**config.mk**
```make
export PLATFORM = sky130hd
export DESIGN_NAME = rr_arbiter8
export DESIGN_NICKNAME = d
export VERILOG_FILES = /design/src/rtl/rr_arbiter8.sv
export SDC_FILE = /design/constraint.sdc
export NUM_CORES = 1
export LEC_CHECK = 0
export CAP_MARGIN = 0
export CORE_MARGIN = 3
export CORE_UTILIZATION = 50
export CTS_CLUSTER_SIZE = 12
export DETAILED_ROUTE_END_ITERATION = 6
export DONT_BUFFER_PORTS = 1
export PLACE_DENSITY = 0.74
export SETUP_SLACK_MARGIN = 0.1
export SLEW_MARGIN = 40
export SYNTH_ARGS = -nofsm -noshare
export SYNTH_HDL_FRONTEND = slang
export SYNTH_SLANG_ARGS = --single-unit
```
**constraint.sdc**
```tcl
create_clock -name i_clk -period 4.3 [get_ports i_clk]
set_input_delay 0.86 -clock i_clk [delete_from_list [all_inputs] [get_ports i_clk]]
set_output_delay 0.86 -clock i_clk [all_outputs]
set_load 0.1 [all_outputs]
```
**src/rtl/rr_arbiter8.sv**
```systemverilog
// rtl/rr_arbiter8.sv - round-robin arbiter with registered one-hot grant and hold timeout
//
// Purpose: shares one resource among N requesters. A winner is picked
// round-robin starting at the pointer. Its grant is held until the owner
// asserts done, drops its request, or holds it for MAX_HOLD cycles.
// Ports:
//   i_clk        rising-edge clock
//   i_rst        synchronous reset, active-high
//   i_req[N]     request per requester
//   i_done       owner releases the resource (used only while a grant is active)
//   o_gnt[N]     registered one-hot grant
//   o_gnt_idx    binary index of the granted requester, 0 when idle
//   o_gnt_valid  a grant is active
//   o_timeout    one-cycle pulse after a release forced purely by hold expiry
module rr_arbiter8 #(
   parameter int N        = 8,
   parameter int IDXW     = 3,
   parameter int MAX_HOLD = 16
) (
   input  logic            i_clk,
   input  logic            i_rst,
   input  logic [N-1:0]    i_req,
   input  logic            i_done,
   output logic [N-1:0]    o_gnt,
   output logic [IDXW-1:0] o_gnt_idx,
   output logic            o_gnt_valid,
   output logic            o_timeout
);

   localparam int HW = (MAX_HOLD > 2) ? $clog2(MAX_HOLD) : 1;

   typedef enum logic {IDLE, BUSY} state_t;

   state_t          r_state;
   state_t          w_state_nxt;
   logic [N-1:0]    r_gnt;
   logic [N-1:0]    w_gnt_nxt;
   logic [IDXW-1:0] r_idx;
   logic [IDXW-1:0] w_idx_nxt;
   logic [IDXW-1:0] r_ptr;
   logic [IDXW-1:0] w_ptr_nxt;
   logic [HW-1:0]   r_hold;
   logic [HW-1:0]   w_hold_nxt;
   logic            r_timeout;
   logic            w_timeout_nxt;

   logic            w_found;
   logic [IDXW-1:0] w_win;
   logic [IDXW-1:0] w_cand;
   logic            w_expire;
   logic            w_owner_req;
   logic            w_release;

   // Scan from the highest offset down so the last hit is the closest
   // requester at or after r_ptr. IDXW-bit addition wraps naturally since
   // N is a power of two.
   always_comb begin
      w_found = 1'b0;
      w_win   = '0;
      w_cand  = '0;
      for (int k = N - 1; k >= 0; k--) begin
         w_cand = r_ptr + IDXW'(k);
         if (i_req[w_cand]) begin
            w_found = 1'b1;
            w_win   = w_cand;
         end
      end
   end

   assign w_expire    = (r_hold == HW'(MAX_HOLD - 1));
   assign w_owner_req = i_req[r_idx];
   assign w_release   = i_done | ~w_owner_req | w_expire;

   always_comb begin
      w_state_nxt   = r_state;
      w_gnt_nxt     = r_gnt;
      w_idx_nxt     = r_idx;
      w_ptr_nxt     = r_ptr;
      w_hold_nxt    = r_hold;
      w_timeout_nxt = 1'b0;
      case (r_state)
         IDLE: begin
            if (w_found) begin
               w_state_nxt = BUSY;
               w_gnt_nxt   = N'(1) << w_win;
               w_idx_nxt   = w_win;
               w_ptr_nxt   = w_win + IDXW'(1);
               w_hold_nxt  = '0;
            end
         end
         BUSY: begin
            if (w_release) begin
               w_state_nxt   = IDLE;
               w_gnt_nxt     = '0;
               w_idx_nxt     = '0;
               w_hold_nxt    = '0;
               // A coincident done or request drop makes this a normal release.
               w_timeout_nxt = w_expire & ~i_done & w_owner_req;
            end else begin
               w_hold_nxt = r_hold + HW'(1);
            end
         end
         default: begin
            w_state_nxt = IDLE;
            w_gnt_nxt   = '0;
            w_idx_nxt   = '0;
            w_hold_nxt  = '0;
         end
      endcase
   end

   always_ff @(posedge i_clk) begin
      if (i_rst) begin
         r_state   <= IDLE;
         r_gnt     <= '0;
         r_idx     <= '0;
         r_ptr     <= '0;
         r_hold    <= '0;
         r_timeout <= 1'b0;
      end else begin
         r_state   <= w_state_nxt;
         r_gnt     <= w_gnt_nxt;
         r_idx     <= w_idx_nxt;
         r_ptr     <= w_ptr_nxt;
         r_hold    <= w_hold_nxt;
         r_timeout <= w_timeout_nxt;
      end
   end

   assign o_gnt       = r_gnt;
   assign o_gnt_idx   = r_idx;
   assign o_gnt_valid = |r_gnt;
   assign o_timeout   = r_timeout;

endmodule

```
# Yosys cells after proc, flatten, opt, wreduce, memory -nomap -nowiden
# Index checks and enable logic that the tools add are counted.
# Widths: inputs -> output; s select.
[word_totals]
inputBits = 11
register_bits = 20
out_inout_bits = 13
wordCells = 86
[classes]
shift = 1
mux = 46
reduce_logical = 4
n_eq_ne = 3
add_sub_neg = 9
order_cmp = 9
bitwise = 8
[op_table]
columns = ["operator", "count"]
rows = [
  ["$lt 3x4->1 const B", 9],
  ["$mux 3", 10],
  ["$bmux 1 s3", 9],
  ["$mux 1", 19],
  ["$mux 8", 2],
  ["$pmux 8 s2", 1],
  ["$add 3x3->3 const B", 4],
  ["$mux 4", 2],
  ["$pmux 4 s2", 1],
  ["$reduce_or 8->1", 1],
  ["$shl 1x3->8 const A", 1],
  ["$add 3x1->3 const B", 2],
  ["$add 3x2->3 const B", 2],
  ["$pmux 3 s2", 1],
  ["$add 4x1->4 const B", 1],
  ["$eq 4x4->1 const B", 1],
  ["$not 1->1", 4],
  ["$reduce_and 2->1", 2],
  ["$reduce_or 3->1", 1],
  ["$and 1x1->1", 2],
  ["$ne 2x1->1 const B", 1],
  ["$ne 2x2->1 const B", 1],
  ["$or 1x1->1", 2],
  ["$pmux 1 s2", 1],
]

# Depth between registers and ports, before layout
# Gate-level depths: netlist of run 1.
[depth]
ltp_word = 14
mapped_depth = 14
mapped_depth_nobuf = 12

# Worst setup path before layout of run 1
# OpenSTA, ideal clock, no wires.
[synth_path]
kind = "register -> register"
startpoint = "reg r_ptr[1]"
endpoint = "reg r_ptr[2]"
setup_slack_ns = 1.134
path_buffers = 2
path_stages_with_launch = 15
required_time_ns = 4.172
arrival_ns = 3.039
cell_sequence = "dfxtp_1 > buf_6 > inv_1 > ha_1 > clkbuf_8 > mux4_2 > mux2_2 > nand2_1 > a21oi_1 > a221o_1 > a31oi_4 > ha_1 > ha_1 > mux2i_1 > nor2_1"
[synth_via]
elab_chain_len = 12
[synth_rtl]
columns = ["item", "line_no", "rtl"]
rows = [
  ["start: declaration", "40", "logic [IDXW-1:0] r_ptr;"],
  ["start signal: assignment", "124", "r_ptr <= w_ptr_nxt;"],
  ["$add 3x3->3", "62", "w_cand = r_ptr + IDXW'(k);"],
  ["$bmux 1 s3", "63", "if (i_req[w_cand]) begin"],
  ["$mux 1 (implied by the code)", "63", ""],
  ["$mux 3 / $mux 1 (equally long branches) (8 in a row)", "63", ""],
  ["$add 3x1->3 / $reduce_and 2->1 (equally long branches)", "n/a", ""],
]
# Parallel ways exist; a longest one is shown, timed or not. The select of a mux whose other input is x is not followed.
# A chain may end at the register's enable or synchronous reset.

# Final worst setup path of run 1
[layout_path]
startpoint = "reg r_ptr[0]"
endpoint = "reg r_ptr[2]"
# Same word-level chain as after synthesis.

==> impl_results.rst, run 1 <==
.. list-table::
   :header-rows: 1

   * - Metric
     - Value
   * - Most used flip-flop cell after synthesis
     - sky130_fd_sc_hd__dfxtp_1
   * - Final count of hold timing violations
     - 0
   * - Startpoint type of the worst setup path
     - register
   * - Count of inserted antenna diode cells
     - 0
   * - Die height
     - approximately 65 um
   * - Final global-route overflow total
     - 0
   * - Minimum clock period after layout
     - 3.51 ns
   * - DR iter-0 viols
     - 71
   * - Setup repair after global routing missed its margin
     - false
   * - Die area
     - 0.00427 mm2
   * - Final worst-path cycle share
     - 81.6%
   * - Post-synthesis sequential area ratio
     - between 20% and 30%
   * - Total standard cell area after synthesis
     - 0.00176 mm2
   * - Total routed wirelength
     - 4010 um
   * - Cell-by-cell trace of the critical path
     - buf_4 -> inv_1 -> ha_1 -> mux4_2 -> mux2_2 -> nand2_1 -> a21oi_1 -> a221o_1 -> a31oi_4 -> ha_1 -> ha_1 -> mux2i_1 -> nor2_1
   * - Die Wd
     - 65.3 um
   * - Count of buffers added by post-CTS timing repair for setup
     - 0
   * - Maximum number of pins on one net before global-route repair
     - 15
   * - CTS tree
     - done
   * - Fraction of registers with async set or reset after synthesis
     - 0%
   * - DR vias
     - 1446
   * - CTS resizes
     - 0
   * - Post-detailed-route via-to-cell ratio
     - 6.40
   * - Worst hold path class
     - register to register
   * - Number of pins exceeding their max-slew limit in the final report
     - 0
   * - Footprint of the multi-input gates
     - 0.00127 mm2
   * - Worst path buffer plus inverter count
     - 2
   * - Total number of clock tree sinks
     - 20
   * - CP required
     - approximately 4.5 ns
   * - Clock slew seen by the registers of the worst setup and hold paths
     - about 0.13 ns
   * - Final HPWL from detailed placement
     - 3060 um
   * - Core region area
     - 0.00320 mm2
   * - Post-synth top cells
     - sky130_fd_sc_hd__dfxtp_1 (20), sky130_fd_sc_hd__nor2_1 (17), sky130_fd_sc_hd__nand2_1 (13)
   * - Number of nets in the layout
     - 202
   * - Sequential standard cell area
     - around 400 um2
   * - Top-count cell post-synth
     - sky130_fd_sc_hd__dfxtp_1
   * - Number of register bits inferred by synthesis
     - 20
   * - H-tree Lvls
     - 1
   * - Post-route setup TNS
     - 0 ns
   * - Main area contributors after synthesis
     - sky130_fd_sc_hd__dfxtp_1 (23%), sky130_fd_sc_hd__mux4_2 (12%), sky130_fd_sc_hd__ha_1 (5.7%)
   * - CP max-delay cell
     - sky130_fd_sc_hd__ha_1
   * - Router iterations before antenna repair
     - 4
   * - Worst-Margin Slew
     - 0.605 ns
   * - Floorplan row count
     - 20
   * - Dominant cell type by count on the critical path
     - sky130_fd_sc_hd__ha_1
   * - Number of top-level design ports
     - 24
   * - Initial antenna violation count
     - 0
   * - Skew-Pair Late Insertion Delay
     - 0.31 ns
   * - Number of global-route vias before repair
     - 1377
   * - Number of enable flip-flop cells after synthesis
     - 0
   * - Synthesized Nets
     - 191
   * - Cell type contributing the most total cell area after synthesis
     - sky130_fd_sc_hd__dfxtp_1
   * - Cts hold-fix bufs
     - 0
   * - Num CTS Buffers
     - 3
   * - Peak Freq
     - 285 MHz
   * - Count of yosys warnings during synthesis
     - 0
   * - Maximum cell stage delay along the critical path
     - between 0.5 and 0.6 ns
   * - First-pass GRT wire length
     - 6530 um
   * - Type of element capturing the critical path
     - register
   * - Final setup violation count
     - 0
   * - Starting density of the core
     - a little over half
   * - Fraction of synthesized cell area taken by the top area cell type
     - 22.7%
   * - Final weighted congestion in routability-driven placement
     - about 0.88
   * - Unique cell type count in the Yosys netlist
     - 51
   * - Layout Skew
     - 0.0158 ns
   * - Routed wirelength normalized by instance count
     - 17.7 um
   * - Maximum fanout encountered on the critical timing path
     - 13
   * - Number of instances in the synthesized netlist
     - around 170
   * - Result of the run
     - completed
   * - Cell family with most CP delay
     - adder cells
   * - Synth-to-layout area growth
     - 8.32%
   * - Fill cell total of the finished layout
     - 292
   * - Remaining number of nets flagged by the antenna check after routing
     - 0
   * - Root buffer selected by CTS
     - sky130_fd_sc_hd__clkbuf_4
   * - Number of maximum-capacitance constraint violations
     - 0
   * - Proportion of layout cells with a drive suffix above 1
     - 26.9%
   * - Buffer depth of the longest clock path
     - 2
   * - GRT Total Usage
     - roughly a fifth
   * - Synthesized area per cell
     - 10.2 um2
   * - Crit path kind
     - register to register
   * - Remaining DRCs
     - 0
   * - Count of port buffers added during placement
     - 0
   * - Arrival time at the worst endpoint
     - around 3.7 ns
   * - Rel. slew slack
     - 59.6%
[state kept, by name (all words and copies together), names as in the netlist]
register   count
o_gnt          8
r_hold         4
o_gnt_idx      3
r_ptr          3
o_timeout      1
r_state        1
[metal layers]
metal	wire [um]	GRT usage (%)
met2	2010	31.6
met1	1770	25.2
met4	23	3.37
met5	0	0
met3	196	5.64
[through the flow]
stage / std cells / instance area (um2) / util, % / hold WS, ns / setup slack (ns)
6_report: 226 / 1910 / 59.5 / 0.539 / 0.791
3_5_place_dp: 222 / 1850 / 57.9 / 0.509 / 0.801
5_1_grt: 226 / 1910 / 59.5 / 0.563 / 0.575
2_1_floorplan: 172 / 1760 / - / 0.505 / 1.13
3_3_place_gp: 222 / 1850 / 57.8 / 0.521 / 0.915
4_1_cts: 226 / 1910 / 59.5 / 0.542 / 0.795
[path summary, 6_finish.rpt]
check	start	end	slack [ns]	depth (start not counted)
max	r_ptr[0]	r_ptr[2]	0.79	13
min	r_hold[3]	o_timeout	0.54	2
max reg2reg	r_ptr[0]	r_ptr[2]	0.79	13
min reg2reg	r_hold[3]	o_timeout	0.54	2
[worst register-to-register path, stage by stage, from the launching register on]
cell,delay (ns)
sky130_fd_sc_hd__dfxtp_1,0.33
sky130_fd_sc_hd__buf_4,0.22
sky130_fd_sc_hd__inv_1,0.18
sky130_fd_sc_hd__ha_1,0.56
sky130_fd_sc_hd__mux4_2,0.44
sky130_fd_sc_hd__mux2_2,0.34
sky130_fd_sc_hd__nand2_1,0.08
sky130_fd_sc_hd__a21oi_1,0.07
sky130_fd_sc_hd__a221o_1,0.37
sky130_fd_sc_hd__a31oi_4,0.20
sky130_fd_sc_hd__ha_1,0.21
sky130_fd_sc_hd__ha_1,0.24
sky130_fd_sc_hd__mux2i_1,0.14
sky130_fd_sc_hd__nor2_1,0.06
[final cells by class]
| cell class | instances | share of cell area (%) |
|---|---|---|
| Clock inverter | 1 | 1.57 |
| Tap cell | 44 | 2.89 |
| Inverter | 7 | 1.38 |
| Clock buffer | 3 | 1.18 |
| Sequential cell | 20 | 21.1 |
| Multi-Input combinational cell | 138 | 66.8 |
| Timing Repair Buffer | 13 | 5.12 |
[cells in the final DEF (no fill, tap or decap), drive strengths merged, types with 2 or more instances in the layout]
cell,count
dfxtp,20
mux2i,11
a211oi,2
nor2,18
xor2,2
ha,8
inv,7
a22o,3
mux2,7
xnor2,2
a21o,3
nand3,5
mux4,12
nor4,4
nor3,2
a21oi,7
clkbuf,3
nor2b,2
a32o,3
nand4b,2
nand4,2
a31oi,3
buf,13
nand2,13
a22oi,4
o2bb2ai,5
o21ai,7
[logic make-up after synthesis]
group / count (synthesis) / share of synthesized area, %
XOR/XNOR: 4 / 2.42
AO/OA/AOI/OAI: 43 / 20.5
adder cells (fa/ha/maj): 8 / 5.69
AND/OR/NAND/NOR: 53 / 15.4
buffers and inverters: 14 / 5.05
multiplexers: 30 / 28.1
flip-flops: 20 / 22.7
Power of run 1 is not shown: default switching activity piles up to over one toggle a cycle in this logic, so the estimate is an artifact.
==> run 2: changes to the inputs <==
==> constraint.sdc (replaced) <==
create_clock -name i_clk -period 3.5 [get_ports i_clk]
set_input_delay 0.7 -clock i_clk [delete_from_list [all_inputs] [get_ports i_clk]]
set_output_delay 0.7 -clock i_clk [all_outputs]
set_load 0.1 [all_outputs]
==> impl_results.rst, run 2 (synthesized netlist as in run 1, its figures left out) <==
.. list-table::
   :header-rows: 1

   * - Metric
     - Value
   * - Number of nets in the layout
     - 205 (+1.5%)
   * - Result of the run
     - completed
   * - Leading cell types in the layout, fill and taps excluded
     - sky130_fd_sc_hd__dfxtp_1 (19), sky130_fd_sc_hd__nor2_1 (17), sky130_fd_sc_hd__buf_4 (16)
   * - Cell-by-cell trace of the critical path
     - inv_1 -> ha_1 -> mux4_1 -> mux2_2 -> o211ai_1 -> a31oi_1 -> o2bb2ai_2 -> ha_1 -> ha_1 -> mux2i_1 -> nor2_1
   * - Dominant cell type by count on the critical path
     - sky130_fd_sc_hd__ha_1
   * - CP max-delay cell
     - sky130_fd_sc_hd__ha_1
   * - Final worst-path cycle share
     - 91.8% (+10 points)
   * - Post-detailed-route via-to-cell ratio
     - 6.29 (-1.7%)
   * - Clock slew seen by the registers of the worst setup and hold paths
     - 0.11 ns (-0.02 ns)
   * - Peak Freq
     - 311 MHz (+9.2%)
   * - Count of inserted antenna diode cells
     - 0 (unchanged)
   * - Die area
     - 0.00427 mm2 (unchanged)
   * - Cell family with most CP delay
     - adder cells
   * - Router iterations before antenna repair
     - 4 (unchanged)
   * - Most common cell after layout, fill and taps aside
     - sky130_fd_sc_hd__dfxtp_1
   * - Floorplan row count
     - 20 (unchanged)
   * - Maximum fanout encountered on the critical timing path
     - 11 (-2)
   * - Final HPWL from detailed placement
     - 3100 um (+1.4%)
   * - Number of pins exceeding their max-slew limit in the final report
     - 0 (unchanged)
   * - Remaining DRCs
     - 0 (unchanged)
   * - Initial antenna violation count
     - 0 (unchanged)
   * - DR vias
     - 1441 (-0.35%)
   * - Worst hold slack after final layout
     - 0.454 ns (-0.0842 ns)
   * - Post-route setup TNS
     - 0 ns (unchanged)
   * - Design Area, Final
     - 0.00191 mm2 (+0.39%)
   * - Rel. slew slack
     - 62.1% (+2.5 points)
   * - Type of element capturing the critical path
     - register
   * - Root buffer selected by CTS
     - sky130_fd_sc_hd__clkbuf_4
   * - Layout Skew
     - 0.00981 ns (-0.00600 ns)
   * - Buffer depth of the longest clock path
     - 2 (unchanged)
   * - Startpoint type of the worst setup path
     - register
   * - Num CTS Buffers
     - 3 (unchanged)
   * - Setup repair after global routing missed its margin
     - false
   * - Skew-Pair Late Insertion Delay
     - 0.30 ns (about the same)
   * - Die height
     - 65.3 um (unchanged)
   * - Worst-Margin Slew
     - 0.567 ns (-0.0373 ns)
   * - Arrival time at the worst endpoint
     - 3.42 ns (-0.31 ns)
   * - Number of top-level design ports
     - 24 (unchanged)
   * - Proportion of layout cells with a drive suffix above 1
     - 28.1% (+1.2 points)
   * - Worst path buffer plus inverter count
     - 1 (-1)
   * - Non-filler cells in the finished layout
     - 229 (+1.3%)
   * - First-pass GRT wire length
     - 6640 um (+1.7%)
   * - GRT Total Usage
     - 19.7% (+0.50 points)
   * - Worst hold path class
     - input port to register
   * - Routed wirelength normalized by instance count
     - 17.4 um (-1.9%)
   * - Total number of clock tree sinks
     - 20 (unchanged)
   * - Starting density of the core
     - 55.0% (unchanged)
   * - DR iter-0 viols
     - 70 (-1.4%)
   * - CP required
     - 3.71 ns (-0.81 ns)
   * - CTS tree
     - done
   * - Instance area after placement
     - 0.00187 mm2 (+1.1%)
   * - Core region area
     - 0.00320 mm2 (unchanged)
   * - Crit path kind
     - register to register
   * - Count of port buffers added during placement
     - 0 (unchanged)
   * - Final global-route overflow total
     - 0 (unchanged)
   * - H-tree Lvls
     - 1 (unchanged)
   * - Cts hold-fix bufs
     - 0 (unchanged)
   * - Final setup violation count
     - 0 (unchanged)
   * - Maximum cell stage delay along the critical path
     - 0.53 ns (-0.03 ns)
   * - Synth-to-layout area growth
     - 8.74%
   * - Maximum number of pins on one net before global-route repair
     - 14 (-1)
   * - Final count of hold timing violations
     - 0 (unchanged)
   * - Total routed wirelength
     - 3980 um (-0.60%)
   * - Remaining number of nets flagged by the antenna check after routing
     - 0 (unchanged)
   * - Die Wd
     - 65.3 um (unchanged)
   * - Count of buffers added by post-CTS timing repair for setup
     - 0 (unchanged)
   * - Flip-flop count of the largest register after layout
     - 8 (unchanged)
   * - Number of global-route vias before repair
     - 1447 (+5.1%)
   * - Number of maximum-capacitance constraint violations
     - 0 (unchanged)
   * - Cell Count Post-Placement
     - 225 (+1.4%)
   * - Minimum clock period after layout
     - 3.21 ns (-0.297 ns)
   * - Final weighted congestion in routability-driven placement
     - 0.867 (-1.9%)
## run 2: timing repair
action / in CTS / in global routing
gates resized for setup: 0 / 1
endpoints found under the hold margin: 0 / 0
endpoints found under the setup margin: 0 / 1
## run 2: metrics by stage
stage               worst slack (ns)  utilization [%]
floorplan                      0.334                -
global placement               0.446             58.5
finish                         0.288             59.8
global route                   0.120             59.8
CTS                            0.306             59.6
detailed placement             0.319             58.5
## run 2: final cells by class
class	instances	area, um2
tap	44	55.1
timing repair buffer	16	120
inverter	7	26.3
fill	298	1290
clock buffer	4	36.3
multi-input combinational	138	1270
sequential	20	402
## run 2: worst paths after layout
kind	startpoint	endpoint	slack [ns]	cells after the start
hold / removal	i_rst	o_gnt[7]	0.45	1
setup reg to reg	r_ptr[1]	r_ptr[2]	0.29	11
setup / recovery	r_ptr[1]	r_ptr[2]	0.29	11
hold reg to reg	r_hold[3]	o_timeout	0.56	2
## run 2: routing by layer
metal,up-vias,track usage (%),wire length (um)
met3,8,4.79,222
met4,0,5.70,78
li1,693,-,-
met1,684,24.9,1690
met5,-,0,0
met2,56,33.2,1990
Power of run 2 is left out for the same reason.
